===== config.mk =====
export PLATFORM = sky130hd
export DESIGN_NAME = el2_iccm_access_sequencer
export DESIGN_NICKNAME = d
export VERILOG_FILES = /design/src/rtl/el2_iccm_access_sequencer.sv
export SDC_FILE = /design/constraint.sdc
export NUM_CORES = 1
export LEC_CHECK = 0
export CAP_MARGIN = 30
export CORE_MARGIN = 10
export CORE_UTILIZATION = 40
export DETAILED_ROUTE_END_ITERATION = 8
export PLACE_DENSITY = 0.73
export SLEW_MARGIN = 20
export SYNTH_ARGS = -nofsm -noshare
export SYNTH_HDL_FRONTEND = slang
export SYNTH_SLANG_ARGS = --single-unit

===== constraint.sdc =====
create_clock -name clk -period 3.23 [get_ports clk]
set_input_delay 0.646 -clock clk [delete_from_list [all_inputs] [get_ports clk]]
set_output_delay 0.646 -clock clk [all_outputs]
set_load 0.02 [all_outputs]

===== src/rtl/el2_iccm_access_sequencer.sv =====
// ICCM access sequencer: turns READ / WRITE / SWEEP commands into ICCM port
// strobes and returns read data, write acks or a sweep XOR checksum.
//
// Ports:
//   clk, rst          clock, synchronous active-high reset
//   cmd_*             command channel (valid/ready), op 0=RD 1=WR 2=SWEEP 3=RD
//   rsp_*             response channel (valid/ready): data, raw ecc, beat count
//   iccm_*            ICCM initiator port (strobes, address, size, write data,
//                     read data returned RD_LATENCY cycles after iccm_rden)
module el2_iccm_access_sequencer #(
  parameter int ICCM_BITS  = 16,
  parameter int RD_LATENCY = 1,
  parameter int LEN_W      = 16
) (
  input  logic                 clk,
  input  logic                 rst,
  input  logic                 cmd_valid,
  output logic                 cmd_ready,
  input  logic [1:0]           cmd_op,
  input  logic [ICCM_BITS-2:0] cmd_addr,
  input  logic [2:0]           cmd_size,
  input  logic [77:0]          cmd_wdata,
  input  logic [LEN_W-1:0]     cmd_len,
  output logic                 rsp_valid,
  input  logic                 rsp_ready,
  output logic [63:0]          rsp_data,
  output logic [77:0]          rsp_ecc,
  output logic [LEN_W-1:0]     rsp_count,
  output logic                 iccm_wren,
  output logic                 iccm_rden,
  output logic [ICCM_BITS-2:0] iccm_rw_addr,
  output logic [2:0]           iccm_wr_size,
  output logic [77:0]          iccm_wr_data,
  output logic                 iccm_buf_correct_ecc,
  output logic                 iccm_correction_state,
  input  logic [63:0]          iccm_rd_data,
  input  logic [77:0]          iccm_rd_data_ecc
);

  localparam int AW = ICCM_BITS - 1;
  localparam logic [LEN_W-1:0] ONE = LEN_W'(1);

  typedef enum logic [2:0] {
    IDLE,
    WR,
    RD,
    RD_WAIT,
    SWEEP,
    SWEEP_DRAIN,
    RSP
  } state_t;

  state_t state;
  state_t state_nxt;

  logic [LEN_W-1:0]      len_q;
  logic [LEN_W-1:0]      iss_q;
  logic [LEN_W-1:0]      beats_q;
  logic [63:0]           csum_q;
  logic [RD_LATENCY-1:0] pipe_q;

  logic accept;
  logic ret;
  logic last_iss;
  logic last_ret;
  logic in_sweep;

  assign iccm_buf_correct_ecc  = 1'b0;
  assign iccm_correction_state = 1'b0;

  assign accept   = (state == IDLE) && cmd_valid && cmd_ready;
  // Oldest pipe stage marks the cycle the ICCM read data is valid.
  assign ret      = pipe_q[RD_LATENCY-1];
  assign last_iss = (iss_q == len_q - ONE);
  assign last_ret = ret && (beats_q + ONE == len_q);
  assign in_sweep = (state == SWEEP) || (state == SWEEP_DRAIN);

  always_ff @(posedge clk) begin
    if (rst) begin
      state <= IDLE;
    end else begin
      state <= state_nxt;
    end
  end

  always_comb begin
    state_nxt = state;
    unique case (state)
      IDLE: begin
        if (accept) begin
          unique case (cmd_op)
            2'd1:    state_nxt = WR;
            2'd2:    state_nxt = (cmd_len == '0) ? RSP : SWEEP;
            default: state_nxt = RD;
          endcase
        end
      end
      WR:          state_nxt = RSP;
      RD:          state_nxt = RD_WAIT;
      RD_WAIT:     if (ret) state_nxt = RSP;
      SWEEP:       if (last_iss) state_nxt = SWEEP_DRAIN;
      SWEEP_DRAIN: if (last_ret) state_nxt = RSP;
      RSP:         if (rsp_ready) state_nxt = IDLE;
      default:     state_nxt = IDLE;
    endcase
  end

  always_ff @(posedge clk) begin
    if (rst) begin
      cmd_ready    <= 1'b0;
      rsp_valid    <= 1'b0;
      rsp_data     <= '0;
      rsp_ecc      <= '0;
      rsp_count    <= '0;
      iccm_wren    <= 1'b0;
      iccm_rden    <= 1'b0;
      iccm_rw_addr <= '0;
      iccm_wr_size <= '0;
      iccm_wr_data <= '0;
      len_q        <= '0;
      iss_q        <= '0;
      beats_q      <= '0;
      csum_q       <= '0;
      pipe_q       <= '0;
    end else begin
      // Ready only after a full IDLE cycle, giving one dead cycle after RSP.
      cmd_ready <= (state == IDLE) && (state_nxt == IDLE);
      rsp_valid <= (state_nxt == RSP);
      iccm_wren <= (state_nxt == WR);
      iccm_rden <= (state_nxt == RD) || (state_nxt == SWEEP);

      pipe_q[0] <= iccm_rden;
      for (int i = 1; i < RD_LATENCY; i++) begin
        pipe_q[i] <= pipe_q[i-1];
      end

      if (in_sweep && ret) begin
        csum_q  <= csum_q ^ iccm_rd_data;
        beats_q <= beats_q + ONE;
      end

      unique case (state)
        IDLE: begin
          if (accept) begin
            len_q   <= cmd_len;
            iss_q   <= '0;
            beats_q <= '0;
            csum_q  <= '0;
            if (state_nxt == WR) begin
              iccm_rw_addr <= cmd_addr;
              iccm_wr_size <= cmd_size;
              iccm_wr_data <= cmd_wdata;
            end else if (state_nxt == RD) begin
              iccm_rw_addr <= cmd_addr;
              iccm_wr_size <= cmd_size;
            end else if (state_nxt == SWEEP) begin
              iccm_rw_addr <= cmd_addr;
              iccm_wr_size <= 3'b011;
            end else begin
              rsp_data  <= '0;
              rsp_ecc   <= '0;
              rsp_count <= '0;
            end
          end
        end
        WR: begin
          rsp_data  <= '0;
          rsp_ecc   <= '0;
          rsp_count <= ONE;
        end
        RD_WAIT: begin
          if (ret) begin
            rsp_data  <= iccm_rd_data;
            rsp_ecc   <= iccm_rd_data_ecc;
            rsp_count <= ONE;
          end
        end
        SWEEP: begin
          iss_q <= iss_q + ONE;
          // One 64-bit word per beat; wraps at the top of the ICCM.
          if (!last_iss) begin
            iccm_rw_addr <= iccm_rw_addr + AW'(4);
          end
        end
        SWEEP_DRAIN: begin
          if (last_ret) begin
            rsp_data  <= csum_q ^ iccm_rd_data;
            rsp_ecc   <= '0;
            rsp_count <= len_q;
          end
        end
        default: begin
        end
      endcase
    end
  end

endmodule


; ---- After elaboration in Yosys (flattened, before gate mapping)
; Index checks and enable logic that the tools add are counted.
[word_totals]
output_inout_bits = 260
ff_bits = 374
word_cells = 108
inputBits = 260
[op_classes]
n_addsub = 4
eq_ne = 22
n_bitwise = 1
n_mux = 46
n_reduce_logical = 19
[ops]
columns = cell, n
row1 = $mux W64, 9
row2 = $mux W78, 6
row3 = $pmux W78 S4, 1
row4 = $pmux W64 S4, 1
row5 = $mux W16, 10
row6 = $mux W15, 5
row7 = $pmux W16 S4, 1
row8 = $xor A64 B64 Y64, 1
row9 = $add A16 B1 Y16 const B, 2
row10 = $eq A16 B16 Y1, 2
row11 = $pmux W16 S2, 1
row12 = $pmux W15 S2, 1
row13 = $mux W3, 8
row14 = $pmux W3 S7, 1
row15 = $logic_not A16 Y1, 1
row16 = $sub A16 B1 Y16 const B, 1
row17 = $add A15 B3 Y15 const B, 1
row18 = $eq A3 B3 Y1 const B, 5
row19 = $ne A2 B2 Y1 const B, 7
row20 = $eq A3 B2 Y1 const B, 3
row21 = $reduce_and A7 Y1, 1
row22 = $eq A3 B1 Y1 const B, 2
row23 = $logic_not A3 Y1, 2
row24 = $pmux W3 S2, 1
row25 = 12 further kinds, 19

; ---- Depth between registers and ports, before layout
; Gate-level depths: netlist of the first run.
[logic_depth]
ltp_word = 11
depth_mapped = 15
ltp_nobuf = 11

; ---- Worst setup path after synthesis of the first run
; Ideal clock, no wire load.
[synth_timing]
path_kind = flip-flop to flip-flop
startpoint = reg beats_q[0]
endpoint = reg iccm_rw_addr[14]
period_less_slack_ns = 3.329
path_buffers = 4
t_arrival_ns = 3.199
setup_time_ns = 0.130
path_slack_ns = -0.099
path_stages_with_launch = 15
t_required_ns = 3.100
path_cell_list = dfxtp_1 > ha_1 > buf_4 > xnor2_1 > a2111oi_2 > o311ai_1 > or4_1 > or2_1 > o31ai_4 > nand2_1 > buf_2 > buf_2 > clkbuf_1 > o2111ai_1 > o31ai_1
[synth_via]
elab_chain_len = 10
elab_cells_between_ends = 14
cone_classes = add/sub (1) / eq/ne (5) / mux (6) / reduce/logical (2)
[synth_lines]
columns = element, line
row1 = "start, declared", 58  ; logic [LEN_W-1:0] beats_q;
row2 = "start signal, assigned", 139  ; beats_q <= beats_q + ONE;
row3 = $add A16 B1 Y16 (*), 75  ; assign last_ret = ret && (beats_q + ONE == len_q);
row4 = $eq A16 B16 Y1 (*), 75
row5 = $logic_and A1 B1 Y1 (*), 75
row6 = $mux W3 (*), 102  ; SWEEP_DRAIN: if (last_ret) state_nxt = RSP;
row7 = $pmux W3 S7 (*), 88  ; unique case (state)
row8 = $eq A3 B2 Y1, 153  ; end else if (state_nxt == RD) begin
row9 = $mux W15, 153
row10 = $mux W15, 149  ; if (state_nxt == WR) begin
row11 = $mux W15, 144  ; if (accept) begin
row12 = $pmux W15 S2, 142  ; unique case (state)
row13 = "end signal, assigned", 150  ; iccm_rw_addr <= cmd_addr;
row14 = "end signal, assigned", 154  ; iccm_rw_addr <= cmd_addr;
row15 = "end signal, assigned", 157  ; iccm_rw_addr <= cmd_addr;
row16 = "end, declared", 31  ; output logic [ICCM_BITS-2:0] iccm_rw_addr,
; Mark *: on every way between the ends. The rest lies on a longest branch, timed or not. The select of a mux whose other input is x is not followed.
; A chain may end at the register's enable or synchronous reset.

; ---- Worst setup path after layout of the first run
[layout_timing]
startpoint = reg beats_q[0]
endpoint = reg rsp_ecc[77]
[layout_via]
elab_chain_len = 8
elab_cells_between_ends = 13
cone_classes = add/sub (1) / eq/ne (8) / mux (2) / reduce/logical (2)
[layout_lines]
columns = element, line
row1 = $add A16 B1 Y16 (*), 75
row2 = $eq A16 B16 Y1 (*), 75
row3 = $logic_and A1 B1 Y1 (*), 75
row4 = $mux W3, 102
row5 = $pmux W3 S7, 88
row6 = $eq A3 B3 Y1 (tied with other cells), 156  ; end else if (state_nxt == SWEEP) begin
row7 = $ne A2 B2 Y1 (no line), --
row8 = $reduce_and A7 Y1 (no line) (*), --
row9 = "end signal, assigned", 174  ; rsp_ecc <= iccm_rd_data_ecc;
row10 = "end, declared", 27  ; output logic [77:0] rsp_ecc,
; Mark *: on every way between the ends. The rest lies on a longest branch, timed or not.

==> results of run 1 <==
==> logic make-up (layout without fill, tap and decap cells) <==
kind of cell	count (synthesis)	after routing	share of synthesized area (%)
simple gates	773	774	20.6
other cells	1	10	0.0223
mux	5	5	0.306
buf+inv	215	738	5.68
flops	374	374	44.6
xor+xnor	119	119	6.29
compound gates	662	662	22.2
fa+ha+maj	4	4	0.298
==> sequential cells by signal, summed over array words and instances, names as in the netlist <==
| register | flops |
|---|---|
| iccm_wren | 1 |
| rsp_count | 16 |
| state | 3 |
| iccm_rw_addr | 15 |
| pipe_q | 1 |
| rsp_data | 64 |
| len_q | 16 |
| rsp_valid | 1 |
| cmd_ready | 1 |
| rsp_ecc | 78 |
| iccm_rden | 1 |
| iccm_wr_size | 3 |
| csum_q | 64 |
| beats_q | 16 |
| iccm_wr_data | 78 |
| iss_q | 16 |
==> worst max-delay path, delay by kind of cell (launching register included) <==
family / cells / cell delay, ns
AND/OR/NAND/NOR: 6 / 1.53
buffers and inverters: 3 / 0.49
AO/OA/AOI/OAI: 2 / 0.45
flip-flops: 1 / 0.35
adder cells (fa/ha/maj): 1 / 0.17
XOR/XNOR: 1 / 0.14
==> cell type report <==
cell class | count | area (um^2)
sequential | 374 | 7490
multi-input combinational | 1566 | 8780
clock buffer | 60 | 1160
tap | 532 | 666
clock inverter | 12 | 196
antenna | 8 | 20.0
fill | 3494 | 16000
timing repair buffer | 656 | 6840
inverter | 10 | 37.5
==> cells in the final DEF, fill, tap and decap left out, types with 7 or more instances in the layout <==
master	netlist	final
nand4_1	100	100
xnor2_1	32	30
nand3_1	26	23
buf_4	18	93
a211oi_2	0	19
o21ai_1	1	8
clkbuf_1	140	14
buf_12	0	26
nor4_1	16	14
o2111ai_1	13	11
nor3_1	12	11
diode_2	0	8
a211oi_1	68	49
xor2_1	86	85
o31ai_2	0	7
nand2b_1	7	7
inv_1	10	10
nor2_1	190	188
and3_1	15	14
clkdlybuf4s50_1	0	516
o21ai_0	183	175
a21oi_2	0	21
a31oi_1	7	7
a22oi_1	8	8
a21oi_1	336	313
dfxtp_1	374	371
clkbuf_16	0	48
nand2_1	362	359
buf_16	0	8
or3_1	8	7
==> what timing repair did <==
action,CTS,global route
pin swaps,7,113
buffers inserted,8,4
resized for setup,23,92
endpoints found under the setup margin,172,174
gates cloned,7,9
==> where the power goes <==
part,internal [uW],leakage [uW],switching (uW)
logic,3530,0.00499,4430
clock network,2880,0.000664,1940
registers,5300,0.00303,535
==> routing by layer <==
layer	track usage [%]	vias up	part of all wire [%]	wire, um
met5	0	-	0.10	68
met4	11.4	10	4.0	2710
met3	6.70	173	8.5	5790
li1	-	8505	-	-
met2	41.9	795	49	33300
met1	29.3	8650	39	26300
==> worst min-delay path by stage <==
stage | start | endpoint | slack, ns | cells after the start
after floorplan | beats_q[1] | beats_q[1] | 0.45 | 2
after global placement | iccm_wr_data[6] | iccm_wr_data[6] | 0.44 | 2
after detailed placement | iccm_wr_data[5] | iccm_wr_data[5] | 0.45 | 2
after CTS | rst | iccm_rw_addr[1] | 0.44 | 2
after global routing | iccm_wr_data[38] | iccm_wr_data[38] | 0.47 | 2
final | iccm_wr_data[28] | iccm_wr_data[28] | 0.45 | 2
==> through the flow <==
step / worst slack, ns / cell area [um^2] / std cells / total power [uW]
after detailed placement: -0.342 / 22900 / 3111 / 12600
after CTS: -0.0112 / 24600 / 3198 / 18000
after global routing: -0.0887 / 25200 / 3218 / 19400
after floorplan: 0.0260 / 16800 / 2154 / 9430
after global placement: -0.272 / 22900 / 3111 / 12500
final: 0.000289 / 25200 / 3218 / 18600
==> summary.txt, run 1 <==
Logic synthesis
  – Synth cell count leaders: dfxtp_1, nand2_1, a21oi_1
  – #FFs+latches synth: 374
  – Synth area leader: dfxtp_1
  – Synth Warn #: 0
  – Top-area cell type share of the netlist area: 44.6%
  – Synth cell types: 66
  – Syn_area_per_cell: 7.80 um^2
  – Async SR Flop Fraction: 0%
  – Top cells by area, synth: dfxtp_1, a21oi_1, nand2_1, o21ai_0, xor2_1
  – EDFF count, synth: 0
  – Synth Instances: 2153
  – Synthesized area: 0.0168 mm^2
  – Commonest register cell after synthesis: dfxtp_1
  – Most common cell in the netlist: dfxtp_1
  – Sequential-to-total area share from yosys stat: 44.6%

Detailed routing
  – Vias: 18133
  – Routed Antenna Nets: 0
  – Total wire length: 68200 um
  – TritonRoute pass-1 iters: 6
  – DRC: 0
  – Wirelength per Cell: 21.2 um
  – Vias per cell: 5.63
  – Drt initial violations: 1669

Final layout
  – Nets: 2913
  – Util after Layout: 61.1%
  – Area Overhead vs Synth: 50.1%
  – Fraction of layout cells with a size suffix above 1: 11.1%

Setup path
  – CP required: 3.71 ns
  – Worst reg2reg setup slack: 0.0003 ns
  – Most Frequent Cell on Critical Path: buf_12
  – CP max-delay cell: or4_4
  – CP endpoint kind: register
  – CP endpoint: rsp_ecc[77]
  – Cell count of the worst reg-to-reg path: 13
  – CP arrival: 3.71 ns
  – Crit Path Max Fanout: 24
  – Highest cell delay on the worst timing path: 0.51 ns
  – Critical Path Start Type: register
  – R2r endpoint: rsp_ecc[77]
  – Critical Path Start: beats_q[0]
  – Worst R2R Start: beats_q[0]
  – Cell Chain, Critical Path: ha_4 -> nand2_1 -> or3_4 -> xnor2_2 -> or4_4 -> or2_4 -> o31ai_4 -> buf_12 -> and3_4 -> buf_12 -> buf_12 -> nand4_1 -> a21oi_2
  – Crit Path Class: reg -> reg

Global route
  – Largest net degree at the start of global routing: 150
  – First-pass GRT wire length: 102000 um
  – Gr usage total: 25.0%
  – Global route total overflow: 0
  – Vias in the first global route: 17415
  – Antenna violations before repair: 13

Floorplanning
  – Die height: 225 um
  – Die ar.: 0.0506 mm^2
  – Site Rows: 74
  – Initial Util: 40.7%
  – I/O pin cnt: 520
  – Core ar.: 0.0412 mm^2
  – Die Width: 225 um

Min path
  – Hold crit path type: reg -> reg

Clock network
  – CTS tree: done
  – Maximum clock path buffer count: 3
  – Clk slew on worst S/H paths: 0.06 ns
  – H-tree depth: 2
  – CTS buffer count: 41
  – Post-CTS Hold Fix Bufs: 0
  – Clock root cell: clkbuf_16
  – Clock Sinks: 374
  – Clk_lat worst skew: 0.56 ns

Power
  – Leak Pwr: 0.00868 uW
  – Pwr dens: 740 mW/mm^2
  – Worst VDD drop: 0.428 mV

Timing
  – Final setup vio count: 0
  – Worst Skew: 0.0208 ns
  – Final hold vios: 0
  – Setup TNS: 0 ns
  – Max Fclk: 310 MHz
  – Final period utilization: 100%
  – Period minus WS final: 3.23 ns
  – Min Hold Slack: 0.451 ns
  – RSZ-0062 raised after global routing: true
  – Least-Margin Pin Slew: 0.979 ns
  – Max-slew violations: 0
  – Rel. slew slack: 34.7%

Placement
  – Gpl congestion: 0.858
  – Port Buffers: 517
  – Post-DP HPWL: 45800 um

Flow run
  – Max-capacitance violation count: 0

Status
  – Outcome: finished clean
Power figures use the tool's default switching activity.
==> run 2, diff against run 1 <==
GPL_TIMING_DRIVEN = 0   (was unset)
PLACE_DENSITY = 0.7   (was 0.73)
clock period = 3.9 ns   (was 3.23 ns; I/O delays follow)
==> summary.txt, run 2 (synthesis gave the netlist of run 1 again) <==
Clock network
  – Clk_lat worst skew: 0.56 ns (about the same)
  – CTS tree: done
  – Clock root cell: clkbuf_16
  – Clock Sinks: 374 (unchanged)
  – CTS buffer count: 43 (+4.9%)
  – H-tree depth: 2 (unchanged)
  – Clk slew on worst S/H paths: 0.06 ns (about the same)
  – Maximum clock path buffer count: 3 (unchanged)

Final layout
  – Most common cell after layout, fill and taps aside: clkdlybuf4s50_1
  – Fraction of layout cells with a size suffix above 1: 5.56% (-5.5 points)
  – Final instance count without filler cells: 3294 (+2.4%)
  – Nets: 2983 (+2.4%)
  – Area Overhead vs Synth: 44.6%
  – Most frequent cells in the layout: clkdlybuf4s50_1, dfxtp_1, nand2_1, a21oi_1, nor2_1
  – Biggest regs: iccm_wr_data (78), rsp_ecc (78)
  – Finished Cell Area: 0.0243 mm^2 (-3.6%)

Timing
  – Least-Margin Pin Slew: 0.864 ns (-0.115 ns)
  – Period minus WS final: 3.72 ns (+0.490 ns)
  – Rel. slew slack: 42.4% (+7.6 points)
  – Final period utilization: 95.4% (-4.6 points)
  – RSZ-0062 raised after global routing: true
  – Max-slew violations: 0 (unchanged)
  – Worst Skew: 0.0207 ns (-0.000140 ns)
  – Setup TNS: 0 ns (unchanged)
  – Max Fclk: 269 MHz (-13%)
  – Final hold vios: 0 (unchanged)
  – Final setup vio count: 0 (unchanged)
  – Final worst setup slack: 0.180 ns (+0.180 ns)

Setup path
  – Most Frequent Cell on Critical Path: buf_6
  – Crit Path Class: reg -> reg
  – Worst reg2reg setup slack: 0.18 ns (+0.18 ns)
  – CP endpoint kind: register
  – CP required: 4.39 ns (+0.68 ns)
  – R2r endpoint: rsp_ecc[33]
  – CP max-delay cell: or4_4
  – Worst Path Buf+Inv: 5 (+2)
  – Highest cell delay on the worst timing path: 0.55 ns (+0.04 ns)
  – Cell Chain, Critical Path: ha_1 -> buf_4 -> xnor2_1 -> a2111oi_2 -> o311ai_1 -> or4_4 -> or2_1 -> o31ai_4 -> buf_6 -> and3_1 -> buf_6 -> clkbuf_16 -> buf_6 -> nand4_1 -> a21oi_1
  – Crit Path Max Fanout: 10 (-58%)
  – CP delay by family, top: simple AND/OR/NAND/NOR gates
  – Worst R2R Start: beats_q[0]
  – Critical Path Start Type: register
  – Cell count of the worst reg-to-reg path: 15 (+2)
  – CP arrival: 4.21 ns (+0.50 ns)

Power
  – Sw Ratio: 37.4% (+0.28 points)
  – Pwr dens: 596 mW/mm^2 (-19%)
  – Psw: 5400 uW (-22%)
  – P_int: 9060 uW (-23%)
  – Leak Pwr: 0.00817 uW (-5.8%)
  – Logic pwr share: 39.4% (-3.3 points)
  – Clock network fraction of total power: 27.5% (+1.6 points)
  – Register share of total power: 33.1% (+1.8 points)
  – Worst VDD drop: 0.398 mV (-7.1%)

Placement
  – Post-DP HPWL: 53000 um (+16%)
  – Dpl cell area: 0.0226 mm^2 (-1.1%)
  – Pre-CTS setup slack: -0.746 ns (-0.404 ns)
  – Gpl congestion: 0.932 (+8.6%)
  – Port Buffers: 516 (-0.19%)
  – # placed instances: 3203 (+3.0%)

Detailed routing
  – TritonRoute pass-1 iters: 6 (unchanged)
  – Vias: 18039 (-0.52%)
  – Drt initial violations: 1568 (-6.1%)
  – Total wire length: 68600 um (+0.68%)
  – DRC: 0 (unchanged)
  – Wirelength per Cell: 20.8 um (-1.6%)
  – Vias per cell: 5.48 (-2.8%)
  – Routed Antenna Nets: 0 (unchanged)

Status
  – Outcome: finished clean

Floorplanning
  – Die ar.: 0.0506 mm^2 (unchanged)
  – I/O pin cnt: 520 (unchanged)
  – Initial Util: 40.7% (unchanged)
  – Die Width: 225 um (unchanged)
  – Site Rows: 74 (unchanged)
  – Die height: 225 um (unchanged)
  – Core ar.: 0.0412 mm^2 (unchanged)

Min path
  – Hold EP: iccm_wr_data[48]
  – Hold crit path type: reg -> reg
  – Hold depth: 2 (unchanged)
  – Hold path start: iccm_wr_data[48]

Global route
  – First-pass GRT wire length: 102000 um (about the same)
  – Global route total overflow: 0 (unchanged)
  – Vias in the first global route: 17150 (-1.5%)
  – Gr usage total: 25.7% (+0.72 points)
  – Antenna violations before repair: 16 (+3)
  – Largest net degree at the start of global routing: 20 (-87%)

Flow run
  – Max-capacitance violation count: 0 (unchanged)
-- run 2: power by group through the flow --
stage / Clock, uW / Sequential (uW) / Combinational (uW)
after global routing: 4190 / 4830 / 6100
after global placement: 0 / 4830 / 5330
final: 3980 / 4780 / 5700
after floorplan: 0 / 5410 / 2390
after detailed placement: 0 / 4840 / 5410
after CTS: 4050 / 4770 / 5510
-- run 2: cell type report --
type / count / area [um^2]
Antenna cell: 12 / 30.0
Buffer: 204 / 1020
Clock buffer: 64 / 1220
Clock inverter: 12 / 141
Fill cell: 3729 / 16900
Inverter: 10 / 37.5
Multi-Input combinational cell: 1565 / 8410
Sequential cell: 374 / 7490
Tap cell: 532 / 666
Timing Repair Buffer: 521 / 5240
-- run 2: per-stage QoR --
step	utilization [%]	power [uW]	hold slack (ns)
after floorplan	-	7800	0.453
after global placement	54.9	10200	0.442
after detailed placement	54.9	10300	0.446
after CTS	58.4	14300	0.454
after global routing	58.9	15100	0.466
final	58.9	14500	0.452
-- run 2: repair_timing --
| item | 4_1_cts | 5_1_grt |
|---|---|---|
| resized for setup | 13 | 51 |
| cloned | 0 | 1 |
| buffers inserted | 3 | 0 |
| pin swaps | 2 | 2 |
| hold buffers | 0 | 0 |
| setup endpoints to repair | 173 | 191 |
-- run 2: worst min-delay path, delay by kind of cell, from the launching register on --
family | cells | cell delay (ns)
compound gates | 1 | 0.05
flops | 1 | 0.30
simple gates | 1 | 0.05
-- run 2: worst max path at each step --
stage,cells past startpoint,to,from,slack (ns)
2_1_floorplan,14,iccm_rw_addr[14],beats_q[0],0.57
3_3_place_gp,12,rsp_data[57],cmd_len[10],-0.68
3_5_place_dp,13,rsp_count[1],cmd_len[2],-0.75
4_1_cts,15,rsp_ecc[33],beats_q[0],0.006
5_1_grt,14,iccm_rw_addr[6],beats_q[0],-0.01
6_report,15,rsp_ecc[33],beats_q[0],0.18
-- run 2: metal layers --
| layer | wire [um] | vias to the layer above | global-route usage [%] | part of all wire (%) |
|---|---|---|---|---|
| li1 | - | 8651 | - | - |
| met2 | 33100 | 690 | 42.7 | 48 |
| met3 | 6050 | 128 | 7.40 | 8.8 |
| met1 | 27200 | 8562 | 30.7 | 40 |
| met4 | 2290 | 8 | 10.5 | 3.3 |
| met5 | 65 | - | 0 | 0.095 |
==> run 3, diff against run 2 <==
RECOVER_POWER = 50   (was unset)
TNS_END_PERCENT = 10   (was unset)
clock period = 4.8 ns   (was 3.9 ns; I/O delays follow)
==> summary.txt, run 3 (synthesis gave the netlist of run 1 again) <==
Timing
  – Max Fclk: 228 MHz
  – Final hold vios: 0 (unchanged)
  – Period minus WS final: 4.38 ns
  – Worst Skew: 0.0197 ns (-0.00105 ns)
  – Final setup vio count: 0 (unchanged)
  – Setup TNS: 0 ns (unchanged)
  – RSZ-0062 raised after global routing: false
  – Final period utilization: 91.3%
  – Rel. slew slack: 37.4% (-5.0 points)
  – Max-slew violations: 0 (unchanged)
  – Least-Margin Pin Slew: 0.931 ns (+0.0662 ns)
  – Final worst setup slack: 0.418 ns (+0.238 ns)
  – Min Hold Slack: 0.449 ns (-0.00270 ns)

Power
  – P_int: 7070 uW (-22%)
  – Sw Ratio: 37.9% (+0.52 points)
  – Register share of total power: 33.9% (+0.8 points)
  – Logic pwr share: 37.7% (-1.7 points)
  – Clock network fraction of total power: 28.4% (+0.9 points)
  – Power, Total: 11400 uW (-21%)
  – Worst VDD drop: 0.301 mV (-24%)
  – Leak Pwr: 0.00893 uW (+9.3%)
  – Pwr dens: 474 mW/mm^2 (-21%)
  – Psw: 4310 uW (-20%)

Floorplanning
  – Die Width: 225 um (unchanged)
  – Die ar.: 0.0506 mm^2 (unchanged)
  – Site Rows: 74 (unchanged)
  – Die height: 225 um (unchanged)
  – Initial Util: 40.7% (unchanged)
  – I/O pin cnt: 520 (unchanged)
  – Core ar.: 0.0412 mm^2 (unchanged)

Setup path
  – CP required: 5.27 ns (+0.88 ns)
  – Crit Path Class: in -> reg
  – Crit Path Max Fanout: 10 (unchanged)
  – CP arrival: 4.85 ns (+0.64 ns)
  – Cell count of the worst reg-to-reg path: 13 (-2)
  – CP endpoint kind: register
  – Critical Path Start Type: input pin

Placement
  – Port Buffers: 516 (unchanged)
  – Post-DP HPWL: 53000 um (unchanged)
  – Pre-CTS setup slack: -0.0260 ns (+0.720 ns)
  – Gpl congestion: 0.932 (unchanged)

Clock network
  – Resized Gates After CTS: 0 (-13)
  – Maximum clock path buffer count: 3 (unchanged)
  – H-tree depth: 2 (unchanged)
  – Clock root cell: clkbuf_16
  – CTS tree: done
  – Clk_lat worst skew: 0.56 ns (about the same)
  – Post-CTS Hold Fix Bufs: 0 (unchanged)
  – Clk slew on worst S/H paths: 0.06 ns (about the same)
  – Postcts setup bufs: 0 (-3)
  – CTS buffer count: 43 (unchanged)
  – Clock Sinks: 374 (unchanged)

Min path
  – Hold crit path type: reg -> reg
  – Hold depth: 2 (unchanged)

Final layout
  – Area Overhead vs Synth: 43.2%
  – Util after Layout: 58.3% (-0.57 points)
  – Fraction of layout cells with a size suffix above 1: 4.95% (-0.61 points)
  – Nets: 2980 (-0.10%)
  – Most common cell after layout, fill and taps aside: dfxtp_1
  – Biggest regs: iccm_wr_data (78), rsp_ecc (78)
  – Most frequent cells in the layout: dfxtp_1, nand2_1, a21oi_1, dlygate4sd3_1, clkdlybuf4s50_1

Global route
  – Largest net degree at the start of global routing: 14 (-30%)
  – Antenna violations before repair: 16 (unchanged)
  – Gr usage total: 25.7% (unchanged)
  – Vias in the first global route: 17140 (-0.058%)
  – First-pass GRT wire length: 102000 um (about the same)
  – Global route total overflow: 0 (unchanged)

Detailed routing
  – Met3 wire length: 6160 um (+1.7%)
  – Met2 WL post-DR: 32800 um (-0.70%)
  – Top sig layer: met5
  – DRC: 0 (unchanged)
  – TritonRoute pass-1 iters: 5 (-1)
  – Wirelength per Cell: 20.8 um (-0.19%)
  – Vias per cell: 5.51 (+0.60%)
  – Routed length on met1: 27000 um (-0.68%)
  – Drt initial violations: 1591 (+1.5%)
  – Vias: 18131 (+0.51%)
  – Routed Antenna Nets: 0 (unchanged)
  – Total wire length: 68400 um (-0.28%)

Flow run
  – Max-capacitance violation count: 0 (unchanged)

Status
  – Outcome: finished clean
-- run 3: cell count changes in the layout (fill, tap and decap cells not counted), sizes merged --
cell | before | now
buf | 66 | 65
dlygate4sd3 | 0 | 259
clkbuf | 207 | 205
clkdlybuf4s50 | 516 | 257
-- run 3: final cells by class --
class	instances	area, um^2
buffer	205	916
fill	3746	17200
clock inverter	12	141
timing repair buffer	517	5180
sequential	374	7490
antenna	12	30.0
tap	532	666
multi-input combinational	1565	8350
inverter	10	37.5
clock buffer	64	1220
-- run 3: power groups by stage --
| stage | logic, uW | registers [uW] | clock network [uW] |
|---|---|---|---|
| 2_1_floorplan | 1950 | 4390 | 0 |
| 4_1_cts | 4420 | 3870 | 3290 |
| 3_3_place_gp | 4330 | 3920 | 0 |
| 6_report | 4290 | 3860 | 3230 |
| 3_5_place_dp | 4400 | 3930 | 0 |
| 5_1_grt | 4610 | 3910 | 3400 |
-- run 3: per-layer routing --
| layer | vias to the layer above | GRT usage [%] |
|---|---|---|
| met3 | 131 | 7.42 |
| met5 | - | 0 |
| met4 | 8 | 11.0 |
| met2 | 721 | 42.5 |
| met1 | 8597 | 30.7 |
| li1 | 8674 | - |
-- run 3: critical path, cell delays in order --
cell and delay, ns:
clkdlybuf4s50_1 0.46, nor4_1 0.30, a41oi_1 0.30, o32ai_1 0.60, inv_1 0.18, xnor2_1 0.17, or2_1 0.20, buf_2 0.16
nand3_1 0.28, clkbuf_1 0.51, clkbuf_1 0.42, o21ai_0 0.14, a21oi_1 0.15
-- run 3: stage by stage --
stage / area (um^2) / std cells
floorplan: 16800 / 2154
global placement: 22600 / 3202
detailed placement: 22600 / 3203
CTS: 24000 / 3279
global route: 24000 / 3289
finish: 24000 / 3291
-- run 3: worst paths after layout --
path / slack, ns / from / end
hold reg to reg: 0.45 / iccm_wr_data[48] / iccm_wr_data[48]
hold / removal: 0.45 / iccm_wr_data[48] / iccm_wr_data[48]
setup / recovery: 0.42 / cmd_len[2] / rsp_count[1]
setup reg to reg: 0.48 / beats_q[0] / rsp_data[8]
==> edit: new RTL, settings of run 1 <==
Change the parameter `LEN_W` from 16 to 32.
--- a/src/rtl/el2_iccm_access_sequencer.sv
+++ b/src/rtl/el2_iccm_access_sequencer.sv
@@ -10,7 +10,7 @@
 module el2_iccm_access_sequencer #(
   parameter int ICCM_BITS  = 16,
   parameter int RD_LATENCY = 1,
-  parameter int LEN_W      = 16
+  parameter int LEN_W      = 32
 ) (
   input  logic                 clk,
   input  logic                 rst,
Ports: changed (resized cmd_len and rsp_count); port bits go from 520 to 552. The function was not compared with the original's and may differ.
==> edit against run 1 <==
The run now ends with negative setup slack left; sequential share of layout area decreased by 2.9 points; sequential power increased by 13%; setup slack got worse by 350 ps; cell area increased by 30%; area after synthesis increased by 30%; non-clock buffer count increased by 194; combinational power increased by 52%; sequential cell count increased by 64; count of clock-buffer cells in the layout increased by 12; routed wire length increased by 28%; synthesized cell count increased by 22%; power increased by 31%; maximum frequency decreased by 9.8%; largest power group unchanged.
==> edit: results (changes against run 1) <==
metric	value	unit	change
portBuffers	549		was 517
critPathSlowestCell	or4_4		unchanged
fin_ws	-352	ps	was 0.289 ps
multi_input_area_share	0.386		was 0.349
fin_cells	4039		was 3,218
slew_headroom	0.403		was 0.347
first_pass_iters	5		was 6
post_drt_wl_per_cell	21.6	um	was 21.2 um
seq_share	0.269		was 0.297
crit_path_max_incr_delay	560	ps	was 510 ps
synth_common_cells	dfxtp_1 (438), nand2_1 (366), a21oi_1 (229)		was dfxtp_1 (374), nand2_1 (362), a21oi_1 (336)
critPathMaxFanout	2		was 24
cp.arrival	4080	ps	was 3710 ps
async_reset_ff_frac	0		unchanged
buffer_area_frac	0.266		was 0.271
dp_cells	3878		was 3,111
drive_gt1_frac	0.189		was 0.111
ys_seq_area_frac	0.403		was 0.446
hpwl	59900	um	was 45,800 um
htreeDepth	2		unchanged
buffers_excl_clock	850		was 656
place_ws	-475	ps	was -342 ps
worstHoldStart	iccm_wr_data[18]		was iccm_wr_data[28]
netlist_instances	2621		was 2,153
n_antenna_cell	7		was 8
root_buffer	clkbuf_16		unchanged
drt_iter0_drc	1832		was 1,669
final-clk-cell-share	0.0494		was 0.0538
violations	negative setup slack		
grt_pass1_wl	131000	um	was 102,000 um
grt_pass1_vias	22500		was 17,400
numCtsBuffers	51		was 41
run_status	finished, violations left		was finished, final reports clean
ys_top_cells_by_area	dfxtp_1 (40%), nand2_1 (6.3%), a21oi_1 (5.3%)		was dfxtp_1 (45%), a21oi_1 (10%), nand2_1 (8.1%)
vias_per_cell	5.59		was 5.63
globalplace.congestion	0.927		was 0.858
track_usage	0.256		was 0.250
antenna_found_initial	12		was 13
cts.sinks	438		was 374
fillers	4458		was 3,494
synth_cell_types	79		was 66
insertion_delay	590	ps	was 560 ps
hold_path_class	reg -> reg		unchanged
finClkSkew	22.0	ps	was 20.8 ps
nets	3580		was 2,913
grt_max_degree	143		was 150
clockBufferCount	72		was 60
inverters	17		was 10
fin_tns_setup	-20080	ps	was 0 ps
yosys_warnings	0		unchanged
ir_drop	0.682	mV	was 0.428 mV
nMultiInputCombCells	1942		was 1,566
critPathLaunch	len_q[1]		was beats_q[0]
finalSetupViolCount	189		was 0
p_leak	11.5	nW	was 8.68 nW
==> edit: cell types whose count changed after synthesis, sizes merged, moves of 66 or more <==
cell	delta
a21oi	-107
o21ai	-78
or3b	+77
nand4	-66
mux2i	+106
nand2b	+110
a31oi	+68
==> edit: layer usage <==
metal / track usage / share of wire / vias up
met5: 0 / 0.00093 / -
met4: 0.0967 / 0.035 / 14
met3: 0.0635 / 0.070 / 196
met2: 0.443 / 0.50 / 805
met1: 0.302 / 0.39 / 11000
li1: - / - / 10500
==> edit: worst paths after layout <==
check	endpoint	slack [ps]	cells after the start
min reg2reg	iccm_wr_data[18]	450	2
max	iccm_wr_size[1]	-350	11
min	iccm_wr_data[18]	450	2
max reg2reg	iccm_wr_size[1]	-350	11
==> edit: cells by family after synthesis <==
logic type,after synthesis,synth area share
DFF,438,0.403
and+or+nand+nor,1093,0.268
other,1,0.000172
buffers and inverters,242,0.0487
AOI/OAI and AO/OA,552,0.152
adders and majority gates,4,0.00230
muxes,122,0.0569
xor gates and xnor gates,169,0.0688
==> edit: what timing repair did <==
item	CTS	global route
resized for setup	134	80
pin swaps	16	36
setup buffers	37	14
endpoints found under the hold margin	0	0
gates cloned	23	4
endpoints found under the setup margin	195	196
==> edit: where the power goes <==
group / internal (mW) / switching (mW) / leakage, nW
clock: 3.30 / 2.37 / 0.800
sequential: 6.05 / 0.534 / 3.55
combinational: 6.07 / 6.05 / 7.17
==> edit: stage by stage <==
step / utilization / area (sq um)
after floorplan: - / 21900
final: 0.607 / 32700
after detailed placement: 0.544 / 29300
after CTS: 0.602 / 32400
after global placement: 0.544 / 29300
after global routing: 0.607 / 32700
